<file path="config.mk">
export PLATFORM = sky130hd
export DESIGN_NAME = dealer_turn_executor
export DESIGN_NICKNAME = d
export VERILOG_FILES = /design/src/rtl/dealer_turn_executor_pkg.sv /design/src/rtl/dealer_turn_executor_card_value_decode.sv /design/src/rtl/dealer_turn_executor.sv
export SDC_FILE = /design/constraint.sdc
export NUM_CORES = 1
export LEC_CHECK = 0
export CELL_PAD_IN_SITES_DETAIL_PLACEMENT = 1
export CELL_PAD_IN_SITES_GLOBAL_PLACEMENT = 1
export CORE_ASPECT_RATIO = 2
export CORE_UTILIZATION = 37
export CTS_BUF_LIST = sky130_fd_sc_hd__clkbuf_8
export DETAILED_ROUTE_END_ITERATION = 10
export PLACE_DENSITY = 0.75
export SLEW_MARGIN = 20
export SYNTH_ARGS = -nofsm -noshare
export SYNTH_HDL_FRONTEND = slang
export SYNTH_SLANG_ARGS = --single-unit
export TNS_END_PERCENT = 5
</file>
<file path="constraint.sdc">
create_clock -name clk -period 3.1 [get_ports clk]
set_input_delay 0.62 -clock clk [delete_from_list [all_inputs] [get_ports clk]]
set_output_delay 0.62 -clock clk [all_outputs]
set_load 0.1 [all_outputs]
</file>
<file path="src/rtl/dealer_turn_executor_pkg.sv">
// Shared blackjack types and constants for the dealer/player hand logic.
package dealer_turn_executor_pkg;

  typedef logic [4:0] hand;

  typedef enum logic [1:0] {
    COMMAND_NONE  = 2'd0,
    COMMAND_HIT   = 2'd1,
    COMMAND_STAND = 2'd2
  } gameCommand;

  localparam logic [5:0] BUST_LIMIT     = 6'd21;
  localparam logic [5:0] ACE_SOFT_DELTA = 6'd10;

  localparam logic [3:0] RANK_ACE   = 4'd1;
  localparam logic [3:0] RANK_TEN   = 4'd10;
  localparam logic [3:0] RANK_JACK  = 4'd11;
  localparam logic [3:0] RANK_KING  = 4'd13;
  localparam logic [3:0] ACE_HIGH   = 4'd11;

endpackage

</file>
<file path="src/rtl/dealer_turn_executor_card_value_decode.sv">
// Maps a deck rank to its blackjack point value; aces decode high (11).
module card_value_decode
  import dealer_turn_executor_pkg::*;
(
  input  logic [3:0] rank,
  output logic [3:0] value,
  output logic       is_ace,
  output logic       rank_valid
);

  always_comb begin
    // NOTE: every output gets a default first so no path leaves one unassigned (no latch).
    value      = rank;
    is_ace     = 1'b0;
    rank_valid = (rank >= RANK_ACE) && (rank <= RANK_KING);
    if (rank == RANK_ACE) begin
      value  = ACE_HIGH;
      is_ace = 1'b1;
    end else if (rank >= RANK_JACK) begin
      value = RANK_TEN;
    end
  end

endmodule

</file>
<file path="src/rtl/dealer_turn_executor.sv">
// Runs one blackjack hand: deals opening cards, then hits/stands on command
// until stand, bust or the card limit ends the turn.
module dealer_turn_executor
  import dealer_turn_executor_pkg::*;
#(
  parameter int INIT_CARDS = 2,
  parameter int MAX_CARDS  = 8
) (
  input  logic       clk,
  input  logic       reset,
  input  logic       start,
  input  gameCommand command,
  output logic       card_req,
  input  logic       card_valid,
  input  logic [3:0] card_rank,
  output logic       turnIndicator,
  output hand        handValue,
  output logic [3:0] card_count,
  output logic       busted,
  output logic       stood,
  output logic       done
);

  typedef enum logic [2:0] {
    S_IDLE,
    S_DEAL,
    S_DECIDE,
    S_REQUEST,
    S_DONE
  } state_t;

  localparam logic [3:0] INIT_C = 4'(INIT_CARDS);
  localparam logic [3:0] MAX_C  = 4'(MAX_CARDS);

  state_t     state;
  logic [3:0] soft_aces;

  logic [3:0] card_value;
  logic       card_is_ace;
  logic       card_ok;
  logic       accept;
  logic [3:0] aces_inc;
  logic [5:0] tentative;
  logic [5:0] sum_next;
  logic [3:0] aces_next;
  logic [3:0] count_next;

  card_value_decode u_decode (
    .rank       (card_rank),
    .value      (card_value),
    .is_ace     (card_is_ace),
    .rank_valid (card_ok)
  );

  assign card_req      = (state == S_DEAL) || (state == S_REQUEST);
  assign turnIndicator = (state == S_DECIDE);
  assign done          = (state == S_DONE);

  assign accept     = card_req && card_valid && card_ok;
  assign aces_inc   = soft_aces + 4'(card_is_ace);
  assign tentative  = {1'b0, handValue} + {2'b00, card_value};
  assign count_next = card_count + 4'd1;

  // A soft ace (counted as 11) may be demoted to 1 once per incoming card.
  always_comb begin
    sum_next  = tentative;
    aces_next = aces_inc;
    if ((tentative > BUST_LIMIT) && (aces_inc != 4'd0)) begin
      sum_next  = tentative - ACE_SOFT_DELTA;
      aces_next = aces_inc - 4'd1;
    end
  end

  // NOTE: sequential state uses non-blocking assignments so all registers update together.
  always_ff @(posedge clk) begin
    if (reset) begin
      state      <= S_IDLE;
      handValue  <= '0;
      card_count <= '0;
      soft_aces  <= '0;
      busted     <= 1'b0;
      stood      <= 1'b0;
    end else begin
      case (state)
        S_IDLE, S_DONE: begin
          if (start) begin
            handValue  <= '0;
            card_count <= '0;
            soft_aces  <= '0;
            busted     <= 1'b0;
            stood      <= 1'b0;
            state      <= S_DEAL;
          end
        end
        S_DEAL, S_REQUEST: begin
          if (accept) begin
            handValue  <= sum_next[4:0];
            soft_aces  <= aces_next;
            card_count <= count_next;
            if (sum_next > BUST_LIMIT) begin
              busted <= 1'b1;
              state  <= S_DONE;
            end else if (count_next == MAX_C) begin
              stood <= 1'b1;
              state <= S_DONE;
            end else if ((state == S_DEAL) && (count_next < INIT_C)) begin
              state <= S_DEAL;
            end else begin
              state <= S_DECIDE;
            end
          end
        end
        S_DECIDE: begin
          case (command)
            COMMAND_HIT:   state <= S_REQUEST;
            COMMAND_STAND: begin
              stood <= 1'b1;
              state <= S_DONE;
            end
            default: ;
          endcase
        end
        default: state <= S_IDLE;
      endcase
    end
  end

endmodule

</file>
==> metrics.yaml <==
grt_pass1_vias: 2021
cp_common_cell: "ha_2"
synth_seq_cells: 18
firstDrtPassIters: 4
cp_slowest_cell: "o311a_1"
slew_violations: 0
cp_num_buf_inv: 2
avgSynthCellArea_um2: 7.64
drive_gt1_share_pct: 39.5
rows: 33
cp.required_ps: 3250
postCtsHoldBufs: 0
layout_min_cycle_time_ps: 2990
p_seq_share_pct: 31.4
wire_per_inst_um: 18.1
nets: 284
startpoint_type: "input pin"
die_area_um2: 4560
final_common_cell: "buf_4"
dieHeight_um: 94.5
power_switching_mw: 0.326
antenna_found_initial: 0
vias_per_cell: 5.97
ir_drop_uv: 283
ys_types: 58
place_inst: 310
netlist_instances: 207
start_util_pct: 38.7
cts-root-buf: "clkbuf_8"
crit_type: "in -> reg"
max-cap-violations: 0
drt_wl_total_um: 5710
cp_cell_sequence: "dlygate4sd2_1, nand2_1, nor2_2, ha_2, ha_4, inv_1, ha_2, and3_4, a31o_4, a211o_1, a22oi_2, a31o_2, o21ai_4, o311a_1"
power.leakage_nw: 0.967
cts_buffers: 3
synth_warnings: 0
coreArea_um2: 4090
synth-edff-count: 0
cp_top_family: "compound AO/OA/AOI/OAI gates"
vias: 1882
cts_tree: "built"
min_period_over_period_pct: 96.6
ios: 24
fin_ws_ps: 107
comb_power_share_pct: 43.9
tns_ps: 0
hold_viol: 0
diodes: 0
cp_max_fo: 5
final_cell_mix: "buf_4, nand2_1, nor2_1, dfxtp_1, a21oi_1"
clock_skew_ps: 1.49
critical_path_arrival_ps: 3150
clk_path_buf_depth: 2
cts_num_sinks: 18
max_stage_delay_ps: 290
clkSlewWorstSetupHoldPaths_ps: 80
area_growth_pct: 44.7
overflow: 0
tightest_slew_ps: 687
cts.htree.levels: 1
max_slew_margin_pct: 53.8
antenna_left: 0
grt_max_degree: 13
drt_iter0_drc: 41
ys_seq_area_share_pct: 22.8
ys.flop_type: "dfxtp_1"
yosys.area.top_type: "dfxtp_1"
n_fill_cell: 514
grt_usage_pct: 27.0
port_buffers: 23
p_per_area_nw_per_um2: 362
synthArstFlopShare_pct: 0
power.share.clock_pct: 24.7
syn-num-nets: 227
die_x_um: 48.2
p_int_mw: 0.503
route.detailed.drc: 0
fmax_ghz: 0.334
final_util_pct: 56.0
pre_cts_ws_ps: -776
grt_pass1_wl_um: 9030
switching_share_pct: 39.3
worst_setup_path_end_kind: "flop"
place_congestion: 0.866
hold_class: "reg -> reg"
setup_viol: 0
synth.area.top_cells: "dfxtp_1, ha_1, a21oi_1"
clock_latency_ps: 260
status: "completed"
syn_area_um2: 1580
hpwlAfterDp_um: 4410
synth_top_area_share_pct: 22.8
final_cells: 315
## final cells by class
cell class,instances,area [µm²],share of cell area (%)
inverters,7,26.3,1.15
flip-flops and latches,18,362,15.8
repair buffers,61,464,20.3
well taps,52,65.1,2.84
multi-input cells,173,1320,57.5
clock buffers,4,55.1,2.41
## metal layers
| metal | vias up | routed length, µm | global-route usage (%) |
|---|---|---|---|
| li1 | 880 | - | - |
| met4 | 0 | 171 | 9.72 |
| met3 | 19 | 158 | 3.25 |
| met5 | - | 0 | 0 |
| met1 | 929 | 2030 | 25.7 |
| met2 | 54 | 3350 | 52.4 |
## flip-flops by register name, summed over array words and instances (netlist names)
name and flops:
state 3, busted 1, stood 1, card_count 4, soft_aces 4, handValue 5
## final timing paths
kind                             startpoint                        end  slack, ps  depth (start not counted)
setup / recovery               card_rank[0]         stood$_SDFFE_PP0P_        110                         14
hold / removal    soft_aces[0]$_SDFFE_PP0P_  soft_aces[0]$_SDFFE_PP0P_        490                          2
setup reg to reg  soft_aces[0]$_SDFFE_PP0P_         stood$_SDFFE_PP0P_        550                         11
hold reg to reg   soft_aces[0]$_SDFFE_PP0P_  soft_aces[0]$_SDFFE_PP0P_        490                          2
## through the flow
stage / instance area [µm²] / total power, mW / hold slack [ps]
detailed placement: 2070 / 0.589 / 483
finish: 2290 / 0.829 / 485
global placement: 2070 / 0.576 / 462
floorplan: 1580 / 0.467 / 432
global route: 2290 / 0.862 / 522
CTS: 2210 / 0.801 / 499
## worst min-delay path: stages (launching register included)
cell and delay [ps]:
dfxtp_1 320, nand2_1 50, o21ai_0 60
## cell usage after synthesis (2+ instances only)
master,n
a21oi_1,19
nor2_1,19
dfxtp_1,18
nand2_1,18
nand3_1,11
o21ai_0,11
ha_1,9
inv_1,7
nand2b_1,6
xnor2_1,5
a31oi_1,4
clkbuf_1,4
nor4_1,4
or2_2,4
or3_1,4
a211o_1,3
a31o_2,3
and2_1,3
nand4_1,3
nor3_1,3
xor2_1,3
a211oi_2,2
a22o_1,2
a22o_2,2
a22oi_1,2
and3_1,2
buf_4,2
nand3b_1,2
nor2b_1,2
nor3b_1,2
## logic make-up (layout without fill, tap and decap cells)
kind of cell               after synthesis  count (layout)  share of synthesized area [%]
adders and majority gates               10              10                           8.39
DFF                                     18              18                           22.8
muxes                                    1               1                          0.712
AOI/OAI and AO/OA                       66              66                           29.7
and+or+nand+nor                         88              88                           29.2
xor gates and xnor gates                 8               8                           4.43
buffers and inverters                   16              72                           4.83
## power by group through the flow
stage,Sequential [mW],Clock [mW],Combinational [mW]
finish,0.261,0.205,0.363
global route,0.262,0.212,0.388
CTS,0.259,0.203,0.338
detailed placement,0.264,0,0.325
global placement,0.262,0,0.314
floorplan,0.296,0,0.170
## what timing repair did
action | CTS | global route
gates resized for setup | 24 | 20
hold endpoints to repair | 0 | 0
gates cloned | 0 | 0
setup buffers | 1 | 0
endpoints found under the setup margin | 13 | 10
pin swaps | 7 | 11
Power figures use the tool's default switching activity.
